## src/rtl/page_transfer_engine_pkg.sv

```systemverilog
// Shared definitions for the page transfer engine: FSM state encoding,
// transfer direction constants and the default page size.
package page_transfer_engine_pkg;

  localparam int DEFAULT_PAGE_BITS = 6;

  localparam logic DIR_LOAD  = 1'b0;  // bank -> local
  localparam logic DIR_STORE = 1'b1;  // local -> bank

  typedef enum logic [1:0] {
    IDLE = 2'd0,
    READ = 2'd1,
    COPY = 2'd2,
    DONE = 2'd3
  } state_t;

endpackage

```

## src/rtl/page_transfer_engine_addr_counter.sv

```systemverilog
// Read/write word-index counters for one page transfer. last flags that
// the write index sits on the final word of the page.
module page_addr_counter
  import page_transfer_engine_pkg::*;
#(
  parameter int PAGE_BITS = DEFAULT_PAGE_BITS
) (
  input  logic                 clock,
  input  logic                 reset_n,
  input  logic                 clear,
  input  logic                 rd_en,
  input  logic                 wr_en,
  output logic [PAGE_BITS-1:0] rd_idx,
  output logic [PAGE_BITS-1:0] wr_idx,
  output logic                 last
);

  // NOTE: non-blocking assignments so every register samples pre-edge values.
  always_ff @(posedge clock) begin
    if (!reset_n) begin
      rd_idx <= '0;
      wr_idx <= '0;
    end else if (clear) begin
      rd_idx <= '0;
      wr_idx <= '0;
    end else begin
      if (rd_en) rd_idx <= rd_idx + PAGE_BITS'(1);
      if (wr_en) wr_idx <= wr_idx + PAGE_BITS'(1);
    end
  end

  assign last = &wr_idx;

endmodule

```

## src/rtl/page_transfer_engine.sv

```systemverilog
// Copies one page between local and bank memory after a start pulse.
// Optional feature macro PAGE_CHECKSUM_EN adds an XOR checksum of written words.
module page_transfer_engine
  import page_transfer_engine_pkg::*;
#(
  parameter int WORD_WIDTH = 16,
  parameter int ADDR_WIDTH = 16,
  parameter int PAGE_BITS  = DEFAULT_PAGE_BITS
) (
  input  logic                         clock,
  input  logic                         reset_n,
  input  logic                         start,
  input  logic                         direction,
  input  logic [ADDR_WIDTH-PAGE_BITS-1:0] local_page,
  input  logic [ADDR_WIDTH-PAGE_BITS-1:0] bank_page,
  output logic                         busy,
  output logic                         done,
  output logic [ADDR_WIDTH-1:0]        local_addr,
  output logic                         local_write_en,
  output logic [WORD_WIDTH-1:0]        local_data_out,
  input  logic [WORD_WIDTH-1:0]        local_data_in,
  output logic [ADDR_WIDTH-1:0]        bank_addr,
  output logic                         bank_write_en,
  output logic [WORD_WIDTH-1:0]        bank_data_out,
  input  logic [WORD_WIDTH-1:0]        bank_data_in,
  input  logic                         bank_ready
`ifdef PAGE_CHECKSUM_EN
  ,
  output logic [WORD_WIDTH-1:0]        checksum
`endif
);

  localparam int PN_W = ADDR_WIDTH - PAGE_BITS;

  state_t state_q, state_d;

  logic            dir_q;
  logic [PN_W-1:0] local_page_q, bank_page_q;

  // Port-level hold registers: an address or data output that is not being
  // driven this cycle keeps its previous value. During a stall this keeps the
  // source address on the last issued word, so the RAM output stays put.
  logic [ADDR_WIDTH-1:0] local_addr_q, bank_addr_q;
  logic [WORD_WIDTH-1:0] local_data_q, bank_data_q;

  logic                 accept, issue_read, write;
  logic [PAGE_BITS-1:0] rd_idx, wr_idx;
  logic                 last;

  page_addr_counter #(.PAGE_BITS(PAGE_BITS)) u_counter (
    .clock   (clock),
    .reset_n (reset_n),
    .clear   (accept),
    .rd_en   (issue_read),
    .wr_en   (write),
    .rd_idx  (rd_idx),
    .wr_idx  (wr_idx),
    .last    (last)
  );

  always_ff @(posedge clock) begin
    if (!reset_n) state_q <= IDLE;
    else          state_q <= state_d;
  end

  // NOTE: every output gets a default first so no latch is inferred.
  always_comb begin
    state_d    = state_q;
    accept     = 1'b0;
    issue_read = 1'b0;
    write      = 1'b0;
    unique case (state_q)
      IDLE: begin
        if (start) begin
          accept  = 1'b1;
          state_d = READ;
        end
      end
      READ: begin
        issue_read = 1'b1;
        state_d    = COPY;
      end
      COPY: begin
        if (bank_ready) begin
          write      = 1'b1;
          issue_read = !last;  // the final write has no follow-on read
          if (last) state_d = DONE;
        end
      end
      DONE: state_d = IDLE;
      default: state_d = IDLE;
    endcase
  end

  always_comb begin
    busy           = (state_q == READ) || (state_q == COPY);
    done           = (state_q == DONE);
    local_write_en = write && (dir_q == DIR_LOAD);
    bank_write_en  = write && (dir_q == DIR_STORE);
    local_addr     = local_addr_q;
    bank_addr      = bank_addr_q;
    local_data_out = local_data_q;
    bank_data_out  = bank_data_q;
    if (dir_q == DIR_LOAD) begin
      if (issue_read) bank_addr = {bank_page_q, rd_idx};
      if (write) begin
        local_addr     = {local_page_q, wr_idx};
        local_data_out = bank_data_in;
      end
    end else begin
      if (issue_read) local_addr = {local_page_q, rd_idx};
      if (write) begin
        bank_addr     = {bank_page_q, wr_idx};
        bank_data_out = local_data_in;
      end
    end
  end

  always_ff @(posedge clock) begin
    if (!reset_n) begin
      dir_q        <= DIR_LOAD;
      local_page_q <= '0;
      bank_page_q  <= '0;
      local_addr_q <= '0;
      bank_addr_q  <= '0;
      local_data_q <= '0;
      bank_data_q  <= '0;
    end else begin
      if (accept) begin
        dir_q        <= direction;
        local_page_q <= local_page;
        bank_page_q  <= bank_page;
      end
      local_addr_q <= local_addr;
      bank_addr_q  <= bank_addr;
      local_data_q <= local_data_out;
      bank_data_q  <= bank_data_out;
    end
  end

`ifdef PAGE_CHECKSUM_EN
  always_ff @(posedge clock) begin
    if (!reset_n)    checksum <= '0;
    else if (accept) checksum <= '0;
    else if (write)  checksum <= checksum ^ ((dir_q == DIR_LOAD) ? bank_data_in : local_data_in);
  end
`endif

endmodule

```

## config.mk

```make
export PLATFORM = sky130hd
export DESIGN_NAME = page_transfer_engine
export DESIGN_NICKNAME = d
export VERILOG_FILES = /design/src/rtl/page_transfer_engine_pkg.sv /design/src/rtl/page_transfer_engine_addr_counter.sv /design/src/rtl/page_transfer_engine.sv
export SDC_FILE = /design/constraint.sdc
export NUM_CORES = 1
export LEC_CHECK = 0
export BUFFER_PORTS_ARGS = -buffer_cell sky130_fd_sc_hd__buf_4
export CAP_MARGIN = 5
export CELL_PAD_IN_SITES_DETAIL_PLACEMENT = 1
export CELL_PAD_IN_SITES_GLOBAL_PLACEMENT = 2
export CORE_ASPECT_RATIO = 1.75
export CORE_MARGIN = 3
export CORE_UTILIZATION = 33
export DETAILED_ROUTE_END_ITERATION = 7
export GPL_TIMING_DRIVEN = 0
export HOLD_SLACK_MARGIN = 0.08
export PLACE_DENSITY = 0.93
export SYNTH_ARGS = -nofsm -noshare
export SYNTH_HDL_FRONTEND = slang
export SYNTH_HIERARCHICAL = 1
export SYNTH_SLANG_ARGS = --single-unit
```

## constraint.sdc

```tcl
create_clock -name clock -period 3.6 [get_ports clock]
set_clock_uncertainty 0.15 [all_clocks]
set_input_delay 0.36 -clock clock [delete_from_list [all_inputs] [get_ports clock]]
set_output_delay 0.36 -clock clock [all_outputs]
set_load 0.02 [all_outputs]
```

; Word level (Yosys, flattened, before mapping)
; Index checks and enable logic that the tools add are counted.
[op_classes]
addsub = 2
n_eq_ne = 6
mux = 20
bitwise_logic = 2
n_reduce_logical = 8
[ops]
columns = op, count
row1 = $mux W16, 10
row2 = $add A6 B1 Y6 const B, 2
row3 = $pmux W2 S4, 1
row4 = $mux W2, 3
row5 = $ne A2 B2 Y1 const B, 3
row6 = $reduce_and A6 Y1, 1
row7 = $mux W1, 5
row8 = $eq A2 B2 Y1 const B, 2
row9 = $reduce_and A3 Y1, 1
row10 = $eq A2 B1 Y1 const B, 1
row11 = $logic_and A1 B1 Y1, 2
row12 = $logic_not A2 Y1, 1
row13 = $not A1 Y1, 2
row14 = $pmux W1 S2, 1
row15 = $reduce_or A2 Y1, 1
row16 = $logic_not A1 Y1, 1
row17 = $logic_or A1 B1 Y1, 1
[word_totals]
reg_bits = 99
output_inout_bits = 68
word_cells = 48

; Longest topological paths before layout
; Gate-level depths: netlist (run 1).
[logic_depth]
word_depth = 6
mapped_depth = 9
depth_no_buf = 8

; By module
; Netlist (run 1), hierarchy kept.
[modules_own_cells]
columns = mod, instances, cells_per_inst, area_per_inst_um2
row1 = page_transfer_engine, 1, 419, 3963.8
row2 = page_addr_counter, 1, 52, 490.5

; Worst setup path before layout (run 1)
; OpenSTA, ideal clock, no wires.
[synth_timing]
kind = register to output
startpoint = register state_q[0]
endpoint = output local_addr[10]
arrival_ps = 1975
path_slack_ps = 1115
path_stages_with_launch = 7
path_buffers = 1
cell_sequence = dfxtp_1 -> inv_1 -> ha_1 -> nand4b_1 -> a31oi_1 -> buf_4 -> mux2_2
[synth_via]
elab_chain_len = 4
[synth_lines]
columns = item, line_no
row1 = "start, declared", page_transfer_engine.sv:35  ; state_t state_q, state_d;
row2 = "start signal, assigned", page_transfer_engine.sv:63  ; else state_q <= state_d;
row3 = $eq A2 B2 Y1 or $eq A2 B1 Y1 (tied branches), page_transfer_engine.sv:72  ; unique case (state_q)
row4 = $pmux W1 S2 or $mux W1 (tied branches), page_transfer_engine.sv:72
row5 = $mux W16 (on tied branches), "page_transfer_engine.sv:111, page_transfer_engine.sv:106"
row6 = $mux W16 (*), page_transfer_engine.sv:104  ; if (dir_q == DIR_LOAD) begin
row7 = "end, declared", page_transfer_engine.sv:18  ; output logic [ADDR_WIDTH-1:0] local_addr,
; Mark *: on every way between the ends. The rest lies on a longest branch, timed or not.

; Worst setup path after layout (run 1)
[layout_timing]
startpoint = register state_q[0]
endpoint = output local_addr[14]
; The elaborated chain is that of the path after synthesis.

==> results of run 1 <==
power groups by stage:
| stage | clock, mW | combinational (mW) | sequential (mW) |
|---|---|---|---|
| finish | 0.925 | 1.37 | 1.30 |
| global route | 1.01 | 1.48 | 1.32 |
| CTS | 0.961 | 1.38 | 1.30 |
| detailed placement | 0 | 1.37 | 1.33 |
| global placement | 0 | 1.33 | 1.32 |
| floorplan | 0 | 0.895 | 1.30 |
metal layers:
| metal | vias to the layer above | part of all wire, % |
|---|---|---|
| li1 | 1903 | - |
| met1 | 1907 | 37 |
| met2 | 85 | 56 |
| met3 | 25 | 3.2 |
| met4 | 0 | 3.6 |
| met5 | - | 0 |
synth_stat cells (all sizes together), types with 8 or more instances:
cell type / count
dfxtp: 99
nand2: 90
mux2: 52
and2: 33
a21oi: 32
mux2i: 22
clkbuf: 19
a211oi: 18
a31oi: 14
nor2: 12
buf: 11
ha: 8
nand3: 8
o21ai: 8
worst register-to-register path: stages (launching register included):
cell and delay [ps]:
dfxtp_1 400, inv_1 120, ha_1 440, nand4b_1 300
clkbuf_1 330, nand2_1 270, nand4_2 170, or3_1 380
a21oi_1 160
placed cells by master (no fill, tap or decap), drive strengths merged, types with 2 or more instances in the layout:
cell type	n
or3	2
mux2i	22
a211oi	18
a311oi	7
clkinv	3
o21ai	8
nand2b	4
clkbuf	29
clkinvlp	3
nand4	5
a31oi	14
a21oi	32
nand2	90
nor2	12
and3	6
ha	8
nand3	8
inv	8
buf	135
xnor2	2
and2	33
xor2	6
mux2	52
dfxtp	99
through the flow:
step                      total power, mW  setup WS [ps]  area (um2)  hold slack (ps)  cells
final                               3.593          330.9        5887            116.9    782
after global routing                3.814          109.7        5887            109.4    782
after CTS                           3.647          301.8        5887            106.7    782
after detailed placement            2.703          699.5        5599            304.0    766
after global placement              2.650          729.1        5599            291.2    766
after floorplan                     2.196           1115        4454            282.2    471
layout make-up:
class / count / area, um2
plain buffers: 30 / 137.6
flip-flops and latches: 99 / 1982
repair buffers: 124 / 930.9
fillers: 1540 / 7188
clock inverters: 6 / 48.80
clock buffers: 10 / 239.0
multi-input cells: 334 / 2305
well taps: 171 / 214.0
inverters: 8 / 30.03
kinds of logic after synthesis:
kind of cell    synth area share, %
compound gates                11.26
xor+xnor                      1.573
fa+ha+maj                     2.247
buf+inv                       3.764
flops                         44.49
mux                           18.85
simple gates                  17.81
state kept, by name, indices dropped and copies added, names as in the netlist:
register	count
bank_page_q	10
local_data_q	16
local_addr_q	16
dir_q	1
bank_addr_q	16
u_counter/rd_idx	6
state_q	2
u_counter/wr_idx	6
local_page_q	10
bank_data_q	16
final timing paths:
| kind | from | end | slack, ps | depth (start not counted) |
|---|---|---|---|---|
| max | state_q[0] | local_addr[14] | 330 | 7 |
| min | bank_page[3] | bank_page_q[3] | 120 | 3 |
| max reg2reg | state_q[0] | u_counter/rd_idx[5] | 830 | 8 |
| min reg2reg | bank_addr_q[8] | bank_addr_q[8] | 310 | 2 |
==> metrics.md, run 1 <==
| Metric | Value |
|---|---|
| Pint | `2.268 mW` |
| Tcrit/Tclk final | `90.81%` |
| Met2 Usage GRT | `34.07%` |
| Fin Setup TNS | `0 ps` |
| Clock sink total | `99` |
| Combinational share of power | `38.0%` |
| Clock buffer depth | `2` |
| Worst-Skew Late Latency | `340 ps` |
| Final Hold Viols | `0` |
| Worst Path Max Fanout | `10` |
| Cell Pwr Density | `610.3 nW/um2` |
| Die area | `14,980 um2` |
| Status | `completed` |
| Post-DP HPWL | `10.53 mm` |
| Avg Vias per Cell | `5.013` |
| Avg WL per Cell | `17.35 um` |
| # diodes | `0` |
| Clk pwr share | `25.8%` |
| Syn. warnings | `6` |
| Syn Inst Count | `471` |
| Max stage delay on crit path | `440 ps` |
| Synth top area cells | `dfxtp_1 (44%), mux2_2 (8.3%), nand2_1 (7.6%), mux2i_1 (4.9%), and2_1 (4.6%)` |
| Layout Utilization | `45.02%` |
| Antenna-violating nets left | `0` |
| Die Ht | `159.7 um` |
| Arr. time, crit path | `2760 ps` |
| Post-route DRC | `0` |
| Post-CTS Repair Setup Buffers | `0` |
| Switching Share | `36.88%` |
| Worst-path clk slew | `70 ps` |
| Pins Over Slew Limit | `0` |
| Core Region | `13,080 um2` |
| Crit path cell chain | `inv_1, ha_1, nand4b_1, a31oi_1, buf_4, mux2_2, buf_4` |
| TritonRoute pass-1 iters | `4` |
| Layout cell share with drive strength beyond 1 | `31.91%` |
| Syn Area/Cell | `9.457 um2` |
| Crit path top cell by count | `buf_4` |
| PortBufs | `124` |
| Initial core utilization | `34.07%` |
| Sw Pwr | `1.325 mW` |
| Starting DRT DRC Count | `107` |
| Boundary Pins | `125` |
| Synth Flop Type | `dfxtp_1` |
| CP Buf/Inv Count | `3` |
| Row cnt | `55` |
| Total gr overflow | `0` |
| Setup violators final | `0` |
| Syn nets | `536` |
| Yosys reg bits | `99` |
| Max cap viols | `0` |
| Sequential fraction of the synthesis area | `44.49%` |
| Post-synth ARST share | `0%` |
| Antenna violations before repair | `0` |
| Synth cell types | `35` |
| Most area-hungry cell type in the Yosys netlist | `dfxtp_1` |
| Worst VDD drop | `0.2743 mV` |
| Slowest-stage cell, CP | `ha_1` |
| Crit-path leading delay family | `buffers and inverters` |
| Largest net degree at the start of global routing | `18` |
| Routing usage on met3 | `2.639%` |
| CTS Root Cell | `clkbuf_16` |
| Hold buffers post-CTS | `0` |
| Worst Path Required | `3090 ps` |
| Cell area after synthesis | `4454 um2` |
| CTS tree | `done` |
| First-pass GRT wire length | `21.80 mm` |
| Die width | `93.83 um` |
| Slew at the pin closest to its max-slew limit | `581.6 ps` |
| Fin nets | `671` |
| EDFF count, synth | `0` |
| Via count | `3,920` |
| Max_slew headroom | `61.23%` |
| TritonCTS Buffers | `9` |
| RSZ-0062 raised after global routing | `no` |
| RD Place Congestion | `0.8200` |
| H-Tree Depth | `3` |
| Total GRT Usage | `18.33%` |
| Tmin final | `3269 ps` |
| Worst min path class | `primary input to flop` |
| Seq pwr share | `36.2%` |
| CP Launch Type | `flop` |
| Critical Path End Type | `primary output` |
| FMAX | `0.3059 GHz` |
| Vias in the first global route | `4,213` |
| M1 GR Usage | `19.98%` |
| Layout area overhead | `32.16%` |
| Post-cts sizing count | `0` |
| Post-synth top area share | `44.49%` |
| Static Leak | `2.635 nW` |
| Routed WL | `13.57 mm` |
| Most Used Layer, Global Route | `met2` |
| WS Path Type | `flop to primary output` |
(Power assumes the default switching activity.)
==> run 2, diff against run 1 <==
Settings changed: BUFFER_PORTS_ARGS -buffer_cell sky130_fd_sc_hd__buf_4 to default, CORE_UTILIZATION 33 to 40, DONT_BUFFER_PORTS from default to 1, PLACE_DENSITY 0.93 to 0.92, SKIP_LAST_GASP from default to 1.
==> run 2 against run 1 <==
Total power decreased by 3.7%. Worst setup slack got worse by 71 ps. Utilization up 2.8 points. Fmax down 2.1%. Via count shrank 10%. Largest power group is now registers.
==> metrics.md, run 2 (same netlist as run 1, synthesis figures left out) <==
| Metric | Value |
|---|---|
| Post-route DRC | `0` |
| Worst Path Required | `3090 ps` |
| TritonCTS Buffers | `9` |
| R2R Path End | `u_counter/rd_idx[5]` |
| Crit path from | `state_q[1]` |
| Worst min path class | `primary input to flop` |
| Post-DP HPWL | `9.417 mm` |
| Most frequent cells in the layout | `dfxtp_1 (99), nand2_1 (90), mux2_2 (33), and2_1 (33), a21oi_1 (32)` |
| Antenna violations before repair | `0` |
| Routed WL | `12.43 mm` |
| R2R setup slack | `700 ps` |
| Slowest-stage cell, CP | `ha_1` |
| WS Path Type | `flop to primary output` |
| Die width | `85.77 um` |
| Fin nets | `568` |
| Hold buffers post-CTS | `21` |
| Status | `completed` |
| Static Leak | `2.110 nW` |
| R2R depth | `8` |
| Total gr overflow | `0` |
| Critical Path End Type | `primary output` |
| Max_slew headroom | `59.34%` |
| Row cnt | `50` |
| Arr. time, crit path | `2830 ps` |
| Crit-path leading delay family | `adder cells` |
| Hold Crit Start | `reset_n` |
| Setup violators final | `0` |
| Layout Utilization | `47.80%` |
| Hold worst-path end | `u_counter/rd_idx[5]` |
| CP Launch Type | `flop` |
| H-Tree Depth | `3` |
| Reg-to-reg critical path startpoint | `state_q[1]` |
| Crit path cell chain | `inv_1, ha_1, nand4b_1, a31oi_1, buf_4, mux2_2` |
| CP Buf/Inv Count | `2` |
| Final Hold Viols | `0` |
| RD Place Congestion | `0.7839` |
| Max stage delay on crit path | `550 ps` |
| Avg WL per Cell | `19.51 um` |
| Worst-Skew Late Latency | `330 ps` |
| TritonRoute pass-1 iters | `4` |
| Die Ht | `145.6 um` |
| Layout area overhead | `15.48%` |
| Die area | `12,490 um2` |
| Initial core utilization | `41.40%` |
| Core Region | `10,760 um2` |
| Avg Vias per Cell | `5.521` |
| Slew at the pin closest to its max-slew limit | `607.1 ps` |
| Via count | `3,517` |
| Antenna-violating nets left | `0` |
| Vias in the first global route | `3,944` |
| CTS Root Cell | `clkbuf_16` |
| Worst Path Max Fanout | `10` |
| Boundary Pins | `125` |
| PortBufs | `0` |
| First-pass GRT wire length | `20.05 mm` |
| Total GRT Usage | `20.17%` |
| Post-cts sizing count | `0` |
| # diodes | `0` |
| Post-CTS Repair Setup Buffers | `0` |
| FMAX | `0.2994 GHz` |
| Pins Over Slew Limit | `0` |
| Worst VDD drop | `0.3294 mV` |
| Clock buffer depth | `2` |
| Commonest non-fill, non-tap cell in the layout | `dfxtp_1` |
| Largest net degree at the start of global routing | `16` |
| Layout cell share with drive strength beyond 1 | `13.81%` |
| Clock sink total | `99` |
| Max cap viols | `0` |
| Tcrit/Tclk final | `92.79%` |
| Hold depth | `2` |
| Fin Setup TNS | `0 ps` |
| Tmin final | `3341 ps` |
| Starting DRT DRC Count | `68` |
| CTS tree | `done` |
| RSZ-0062 raised after global routing | `no` |
| Cell Pwr Density | `672.5 nW/um2` |
| Worst-path clk slew | `70 ps` |
-- run 2: cell count changes in the layout (fill, tap and decap cells not counted) --
cell and change:
inv_6 -1, buf_4 -124, clkinv_2 +2, dlygate4sd3_1 +21
clkinvlp_4 -2, bufinv_16 +2, clkinv_4 -2
-- run 2: layer usage --
metal	part of all wire, %	global-route usage (%)	up-vias
li1	-	-	1695
met5	0	0	-
met3	4.0	4.363	24
met4	2.7	7.686	0
met1	35	19.23	1727
met2	58	40.11	71
-- run 2: layout make-up --
type | count | area, um2
tap | 130 | 162.7
fill | 1250 | 5617
timing repair buffer | 21 | 210.2
inverter | 8 | 30.03
buffer | 30 | 137.6
multi-input combinational | 334 | 2305
clock buffer | 10 | 239.0
sequential | 99 | 1982
clock inverter | 5 | 77.57
-- run 2: worst max path at each step --
stage,endpoint,slack [ps],cells after the start
floorplan,local_addr[10],1110,6
finish,local_addr[14],260,6
CTS,local_addr[14],200,6
global route,local_addr[8],20,6
global placement,local_addr[14],680,6
detailed placement,local_addr[14],580,6
-- run 2: power breakdown --
part	internal [mW]	switching, mW	total [mW]
Sequential	1.22	0.0832	1.31
Clock	0.622	0.404	1.03
Combinational	0.373	0.755	1.13
Total	2.22	1.24	3.46
-- run 2: stage by stage --
| step | std cells | power [mW] | instance area [um2] | setup slack (ps) | hold WS, ps |
|---|---|---|---|---|---|
| 2_1_floorplan | 471 | 2.196 | 4454 | 1115 | 282.2 |
| 4_1_cts | 637 | 3.500 | 5144 | 202.2 | 139.1 |
| 3_3_place_gp | 601 | 2.403 | 4617 | 675.8 | 290.7 |
| 3_5_place_dp | 601 | 2.445 | 4617 | 583.5 | 300.3 |
| 6_report | 637 | 3.459 | 5144 | 259.5 | 137.8 |
| 5_1_grt | 637 | 3.655 | 5144 | 16.59 | 152.1 |
-- run 2: worst register-to-register path, stage by stage, from the launching register on --
cell and delay, ps:
dfxtp_1 400, inv_1 120, ha_1 550, nand4b_1 350
clkbuf_1 330, nand2_1 260, nand4_2 160, or3_1 370
a21oi_1 140
